==> src/rtl/led_pulse_encoder_if.sv <==
// Handshake and message bus between the passcode logic and the LED pulse encoder.
// The master drives the request and message words; the slave returns the LED drive and its status.
interface led_pulse_encoder_if #(
    parameter int NUM_WORDS = 4,
    parameter int WORD_W    = 5
);
    localparam int WI_W = (NUM_WORDS > 1) ? $clog2(NUM_WORDS) : 1;
    localparam int BI_W = (WORD_W > 1) ? $clog2(WORD_W) : 1;

    logic                        start;
    logic [NUM_WORDS*WORD_W-1:0] words;
    logic                        repeat_en;
    logic                        led;
    logic                        busy;
    logic                        done;
    logic [WI_W-1:0]             word_idx;
    logic [BI_W-1:0]             bit_idx;

    modport master (
        output start, words, repeat_en,
        input  led, busy, done, word_idx, bit_idx
    );

    modport slave (
        input  start, words, repeat_en,
        output led, busy, done, word_idx, bit_idx
    );
endinterface

==> src/rtl/led_pulse_encoder.sv <==
// Serialises a latched message onto one LED: a short pulse is a 0 and a long pulse is a 1.
// Every word is followed by a burst of fast separator blinks, and the message can optionally loop.
module led_pulse_encoder #(
    parameter int WORD_W     = 5,
    parameter int NUM_WORDS  = 4,
    parameter int TICK_DIV   = 1,
    parameter int SHORT_T    = 5,
    parameter int LONG_T     = 10,
    parameter int BIT_T      = 20,
    parameter int SEP_PULSES = 4
) (
    input  logic               clk,
    input  logic               rst,
    led_pulse_encoder_if.slave bus
);
    localparam int WI_W    = (NUM_WORDS > 1) ? $clog2(NUM_WORDS) : 1;
    localparam int BI_W    = (WORD_W > 1) ? $clog2(WORD_W) : 1;
    localparam int PS_W    = (TICK_DIV > 1) ? $clog2(TICK_DIV) : 1;
    localparam int CNT_MAX = (BIT_T > 2*SEP_PULSES) ? BIT_T : 2*SEP_PULSES;
    localparam int CNT_W   = $clog2(CNT_MAX + 1);

    localparam logic [CNT_W-1:0] SHORT_END = CNT_W'(SHORT_T - 1);
    localparam logic [CNT_W-1:0] LONG_END  = CNT_W'(LONG_T - 1);
    localparam logic [CNT_W-1:0] SLOT_END  = CNT_W'(BIT_T - 1);
    localparam logic [CNT_W-1:0] SEP_END   = CNT_W'(2*SEP_PULSES - 1);
    localparam logic [PS_W-1:0]  PS_END    = PS_W'(TICK_DIV - 1);
    localparam logic [WI_W-1:0]  LAST_WORD = WI_W'(NUM_WORDS - 1);
    localparam logic [BI_W-1:0]  TOP_BIT   = BI_W'(WORD_W - 1);

    typedef enum logic [2:0] {
        IDLE,
        MARK,
        SPACE,
        SEP,
        FIN
    } state_t;

    state_t                      state_reg;
    logic [NUM_WORDS*WORD_W-1:0] words_reg;
    logic [PS_W-1:0]             presc_reg;
    logic [CNT_W-1:0]            tcnt_reg;
    logic                        led_reg;
    logic                        busy_reg;
    logic                        done_reg;
    logic [WI_W-1:0]             word_idx_reg;
    logic [BI_W-1:0]             bit_idx_reg;

    logic [WORD_W-1:0] word_arr [NUM_WORDS];
    logic              tick;
    logic              cur_bit;
    logic [CNT_W-1:0]  mark_end;

    generate
        for (genvar gi = 0; gi < NUM_WORDS; gi++) begin : g_word
            assign word_arr[gi] = words_reg[gi*WORD_W +: WORD_W];
        end
    endgenerate

    assign tick     = (presc_reg == PS_END);
    assign cur_bit  = word_arr[word_idx_reg][bit_idx_reg];
    assign mark_end = cur_bit ? LONG_END : SHORT_END;

    // tcnt_reg runs across the whole bit slot, so MARK and SPACE share one counter.
    always_ff @(posedge clk or posedge rst) begin
        if (rst) begin
            state_reg    <= IDLE;
            words_reg    <= '0;
            presc_reg    <= '0;
            tcnt_reg     <= '0;
            led_reg      <= 1'b0;
            busy_reg     <= 1'b0;
            done_reg     <= 1'b0;
            word_idx_reg <= '0;
            bit_idx_reg  <= '0;
        end else begin
            done_reg <= 1'b0;

            if (!busy_reg || tick)
                presc_reg <= '0;
            else
                presc_reg <= presc_reg + 1'b1;

            case (state_reg)
                IDLE: begin
                    if (bus.start) begin
                        words_reg    <= bus.words;
                        busy_reg     <= 1'b1;
                        led_reg      <= 1'b1;
                        word_idx_reg <= '0;
                        bit_idx_reg  <= TOP_BIT;
                        tcnt_reg     <= '0;
                        state_reg    <= MARK;
                    end
                end

                MARK: begin
                    if (tick) begin
                        tcnt_reg <= tcnt_reg + 1'b1;
                        if (tcnt_reg == mark_end) begin
                            led_reg   <= 1'b0;
                            state_reg <= SPACE;
                        end
                    end
                end

                SPACE: begin
                    if (tick) begin
                        if (tcnt_reg == SLOT_END) begin
                            tcnt_reg <= '0;
                            led_reg  <= 1'b1;
                            if (bit_idx_reg != '0) begin
                                bit_idx_reg <= bit_idx_reg - 1'b1;
                                state_reg   <= MARK;
                            end else begin
                                state_reg <= SEP;
                            end
                        end else begin
                            tcnt_reg <= tcnt_reg + 1'b1;
                        end
                    end
                end

                SEP: begin
                    if (tick) begin
                        if (tcnt_reg == SEP_END) begin
                            tcnt_reg <= '0;
                            if (word_idx_reg != LAST_WORD) begin
                                word_idx_reg <= word_idx_reg + 1'b1;
                                bit_idx_reg  <= TOP_BIT;
                                led_reg      <= 1'b1;
                                state_reg    <= MARK;
                            end else begin
                                led_reg   <= 1'b0;
                                state_reg <= FIN;
                            end
                        end else begin
                            // Next tick index is odd exactly when the current one is even.
                            tcnt_reg <= tcnt_reg + 1'b1;
                            led_reg  <= tcnt_reg[0];
                        end
                    end
                end

                FIN: begin
                    tcnt_reg <= '0;
                    if (bus.repeat_en) begin
                        word_idx_reg <= '0;
                        bit_idx_reg  <= TOP_BIT;
                        led_reg      <= 1'b1;
                        state_reg    <= MARK;
                    end else begin
                        done_reg  <= 1'b1;
                        busy_reg  <= 1'b0;
                        led_reg   <= 1'b0;
                        state_reg <= IDLE;
                    end
                end

                default: state_reg <= IDLE;
            endcase
        end
    end

    assign bus.led      = led_reg;
    assign bus.busy     = busy_reg;
    assign bus.done     = done_reg;
    assign bus.word_idx = word_idx_reg;
    assign bus.bit_idx  = bit_idx_reg;
endmodule

==> src/flat_wrapper.sv <==
// flat-port wrapper written by rule: the top's interface ports become plain ports
module led_pulse_encoder_flat 
#(
    parameter int WORD_W     = 5,
    parameter int NUM_WORDS  = 4,
    parameter int TICK_DIV   = 1,
    parameter int SHORT_T    = 5,
    parameter int LONG_T     = 10,
    parameter int BIT_T      = 20,
    parameter int SEP_PULSES = 4
)
  (clk, rst, bus_start, bus_words, bus_repeat_en, bus_led, bus_busy, bus_done, bus_word_idx, bus_bit_idx);
  led_pulse_encoder_if #(.NUM_WORDS(NUM_WORDS), .WORD_W(WORD_W)) bus_i ();
  input  logic clk;
  input  logic rst;
  input wire logic [$bits(bus_i.start)-1:0] bus_start;
  input wire logic [$bits(bus_i.words)-1:0] bus_words;
  input wire logic [$bits(bus_i.repeat_en)-1:0] bus_repeat_en;
  output wire logic [$bits(bus_i.led)-1:0] bus_led;
  output wire logic [$bits(bus_i.busy)-1:0] bus_busy;
  output wire logic [$bits(bus_i.done)-1:0] bus_done;
  output wire logic [$bits(bus_i.word_idx)-1:0] bus_word_idx;
  output wire logic [$bits(bus_i.bit_idx)-1:0] bus_bit_idx;
  assign bus_i.start = bus_start;
  assign bus_i.words = bus_words;
  assign bus_i.repeat_en = bus_repeat_en;
  assign bus_led = bus_i.led;
  assign bus_busy = bus_i.busy;
  assign bus_done = bus_i.done;
  assign bus_word_idx = bus_i.word_idx;
  assign bus_bit_idx = bus_i.bit_idx;
  led_pulse_encoder #(.WORD_W(WORD_W), .NUM_WORDS(NUM_WORDS), .TICK_DIV(TICK_DIV), .SHORT_T(SHORT_T), .LONG_T(LONG_T), .BIT_T(BIT_T), .SEP_PULSES(SEP_PULSES)) u_core (.clk(clk), .rst(rst), .bus(bus_i));
endmodule
==> config.mk <==
export PLATFORM = sky130hd
export DESIGN_NAME = led_pulse_encoder_flat
export DESIGN_NICKNAME = d
export VERILOG_FILES = /design/src/rtl/led_pulse_encoder_if.sv /design/src/rtl/led_pulse_encoder.sv /design/src/flat_wrapper.sv
export SDC_FILE = /design/constraint.sdc
export NUM_CORES = 1
export LEC_CHECK = 0
export ABC_AREA = 1
export CAP_MARGIN = 5
export CORE_MARGIN = 8
export CORE_UTILIZATION = 35
export CTS_BUF_LIST = sky130_fd_sc_hd__clkbuf_8
export DETAILED_ROUTE_END_ITERATION = 7
export PLACE_DENSITY = 0.61
export REMOVE_ABC_BUFFERS = 1
export SLEW_MARGIN = 10
export SYNTH_ARGS = -nofsm -noshare
export SYNTH_HDL_FRONTEND = slang
export SYNTH_SLANG_ARGS = --single-unit
==> constraint.sdc <==
create_clock -name clk -period 2.45 [get_ports clk]
set_input_delay 0.49 -clock clk [delete_from_list [all_inputs] [get_ports clk]]
set_output_delay 0.49 -clock clk [all_outputs]
set_load 0.01 [all_outputs]
==> impl_summary.txt <==
----------------------------------------------------
[Logic synthesis]
  Leading cell type by number of instances after synthesis ... sky130_fd_sc_hd__nand2_1
  Count of flip-flops with a built-in enable after synthesis ... 0
  Proportion of register bits with asynchronous set or reset after synthesis ... 100%
  Synthesis-stage register bit count ... 37
  Share of the synthesized area in the top cell type ... 46.8%
  Synth top area cells ... sky130_fd_sc_hd__dfrtp_1 47%, sky130_fd_sc_hd__nand2_1 7.8%, sky130_fd_sc_hd__nor2_1 5.5%
  Average size of a mapped cell ... about 8.2 sq um
  Syn Std Cell Area ... 1980 sq um
  Synth cell count leaders ... 41 x sky130_fd_sc_hd__nand2_1, 37 x sky130_fd_sc_hd__dfrtp_1, 29 x sky130_fd_sc_hd__nor2_1
  Cell accounting for the most synthesized area ... sky130_fd_sc_hd__dfrtp_1
  Register area share after synthesis ... 46.8%
  Most instantiated flip-flop cell in the synthesis netlist ... sky130_fd_sc_hd__dfrtp_1
  Cells after synthesis ... 240
  Count of different cell masters after synthesis ... 33
  Synth Warn # ... 0

[Outcome]
  Outcome ... finished clean

[Power and ir drop]
  Internal power ... approximately 0.0016 W
  Part of the total power dissipated in sequential elements ... a little under two fifths
  Reported net switching power ... roughly 0.0011 W
  Switching portion of total power ... 41.4%
  Clock network fraction of design power ... about 15%
  Max IR drop VDD ... roughly 0.49 mV
  Power density of the placed cells ... between 1000 and 1500 nW/um^2
  Portion of total power attributed to combinational logic ... 46.4%
  Reported leakage power ... roughly 1.1 nW

[Floorplanning]
  Standard cell core area ... roughly 5500 sq um
  Die height ... about 91 microns
  Die area ... between 8000 and 9000 sq um
  X dimension of the die ... between 90 and 100 microns
  Initial standard-cell utilization of the core ... between 30% and 40%
  Cell Rows ... 27
  Boundary pin count ... 32

[Routing]
  DRC violation count after routing ... 0
  First-iteration detailed-routing DRC count ... 115
  Routed wire per std cell ... around 12 microns
  Routed Wire Length ... approximately 4300 microns
  Number of routed nets with antenna violations ... 0
  Total vias in the final route ... ~1,600
  Average vias per placed instance ... 4.66
  Number of detailed-routing iterations run before antenna repair ... 4

[Layout]
  Ratio of cells with drive above 1 in the final layout ... roughly 14%
  Layout Area Growth over Synthesis ... 24.1%
  Number of flip-flops under the largest register name ... 20
  Number of nets at the end of the flow ... 304
  Final standard cell area without fillers ... about 2500 sq um
  End-of-flow core utilization ... 44.9%
  Count of antenna diodes in the layout ... 0

[Hold path]
  Worst hold path type ... flop to flop
  Worst Hold Launch ... u_core.bus.led

[STA]
  Worst-case headroom to the max-slew limit ... between 60% and 70%
  Fin crit share ... 83.8%
  Transition time at the pin with the least slew margin ... 0.581 ns
  Post-layout min period ... between 2 and 2.5 ns
  Max-slew violation count ... 0
  Setup Viol. Count Final ... 0
  Setup_tns ... 0 ns
  Min Hold Slack ... 0.482 ns
  Minimum setup slack in the final design ... roughly 0.40 ns
  Worst clock skew on the final layout ... between 0.008 and 0.009 ns
  Unrepaired setup endpoints after global routing ... no
  Count of final hold-check violations ... 0
  Maximum clock frequency ... roughly 490 MHz

[GRT]
  GRT Residual Overflow ... 0
  Met1 usage in global routing ... 14.9%
  Maximum number of pins on one net before global-route repair ... 38
  Global-route wire length before repair ... approximately 7500 microns
  GRT Resource Usage Total ... 10.9%
  Initial antenna violation count ... 0
  Met3 GRT Util ... under 10%
  Global route hottest layer ... met2
  Vias in the first global route ... approximately 1,600
  Global-route track usage on met2 ... between 15 and 20%

[Clocking]
  Reg clk slew, reported paths ... 0.08 ns
  CTS max path bufs ... 2
  Number of CTS-inserted buffers ... 5
  H-Tree Level Count ... 2
  Clock latency on the worst-skew pair ... about 0.29 ns
  Number of buffers inserted by post-CTS setup repair ... 0
  Clk sink count ... 37
  Clock tree from TritonCTS ... done
  Root Driver ... sky130_fd_sc_hd__clkbuf_8
  Total of cells resized after clock tree synthesis ... 0
  Number of hold buffers added after cts ... 0

[Placement]
  Placement-stage worst setup slack ... 0.505 ns
  Total half-perimeter wirelength after legalization and detailed placement ... roughly 3300 microns
  Count of buffers from port buffering ... 31
  Cell area after placement ... 2370 sq um
  Routability Congestion ... 0.813

[Setup path]
  Type of origin of the critical path ... flop
  Critical path fanouts, max ... 15
  Critical-path top delay cell ... sky130_fd_sc_hd__clkdlybuf4s50_1
  Startpoint of the worst register-to-register path ... u_core.bus.word_idx[0]
  Critical path endpoint category ... output pin
  Worst path max stage delay ... around 0.64 ns
  Bufs and invs on worst path ... 1
  CP Cell Sequence ... clkdlybuf4s50_1
  Worst Path Required ... slightly below 2 ns
  Crit. Startpoint ... u_core.bus.word_idx[0]
  Largest delay contributor family on the critical path ... buffers and inverters
  Data arrival at the endpoint of the critical path ... approximately 1.6 ns
  Kind of critical path ... flop to output pin

[Run]
  Max-capacitance violation count ... 0

----------------------------------------------------
## cell families after synthesis
family | share of synthesized area (%)
flops | 46.8
compound gates | 11.8
buf+inv | 7.90
xor+xnor | 0.885
simple gates | 26.5
fa+ha+maj | 2.53
mux | 3.41
other cells | 0.189
## metrics by stage
step                      std cells  total power [W]
after floorplan                 236          0.00192
after global placement          341          0.00226
after detailed placement        341          0.00228
after CTS                       349          0.00271
after global routing            349          0.00293
final                           349          0.00268
## power groups by stage
stage          Sequential [W]  Clock [W]  Combinational [W]
3_5_place_dp          0.00104          0            0.00125
4_1_cts               0.00102   0.000427            0.00126
2_1_floorplan         0.00101          0           0.000911
5_1_grt               0.00106   0.000453            0.00142
3_3_place_gp          0.00103          0            0.00123
6_report              0.00102   0.000414            0.00124
## routing by layer
metal  wire, microns  part of all wire [%]
met5               0                     0
met4              63                   1.5
met3             249                   5.8
met2            1900                    44
met1            2080                    48
## final timing paths
| check | end | slack, ns | cells past startpoint |
|---|---|---|---|
| min in group asynchronous | u_core.words_reg[3] | 0.60 | 3 |
| max in group asynchronous | u_core.tcnt_reg[2] | 1.51 | 3 |
| min | u_core.bus.led | 0.48 | 2 |
| min reg2reg | u_core.bus.led | 0.48 | 2 |
| max | bus_word_idx[0] | 0.40 | 1 |
| max reg2reg | u_core.state_reg[1] | 0.59 | 15 |
## cell usage in the layout, fill, tap and decap left out, types with 5 or more instances in the layout
cell type                         instances
sky130_fd_sc_hd__a21oi_1                 19
sky130_fd_sc_hd__clkdlybuf4s50_1         31
sky130_fd_sc_hd__nor2_1                  29
sky130_fd_sc_hd__nand3_1                 21
sky130_fd_sc_hd__inv_2                    7
sky130_fd_sc_hd__clkbuf_8                 5
sky130_fd_sc_hd__nand2_2                  5
sky130_fd_sc_hd__o21ai_0                  8
sky130_fd_sc_hd__inv_1                   28
sky130_fd_sc_hd__dfrtp_1                 37
sky130_fd_sc_hd__mux2_2                   6
sky130_fd_sc_hd__nand2_1                 41
## layout make-up
type / count / area, sq um
Tap cell: 72 / 90.1
Multi-Input combinational cell: 164 / 897
Fill cell: 565 / 3020
Clock inverter: 3 / 17.5
Inverter: 35 / 131
Clock buffer: 5 / 68.8
Timing Repair Buffer: 33 / 325
Sequential cell: 37 / 926
Note: power is estimated with default switching activity, not from simulation.
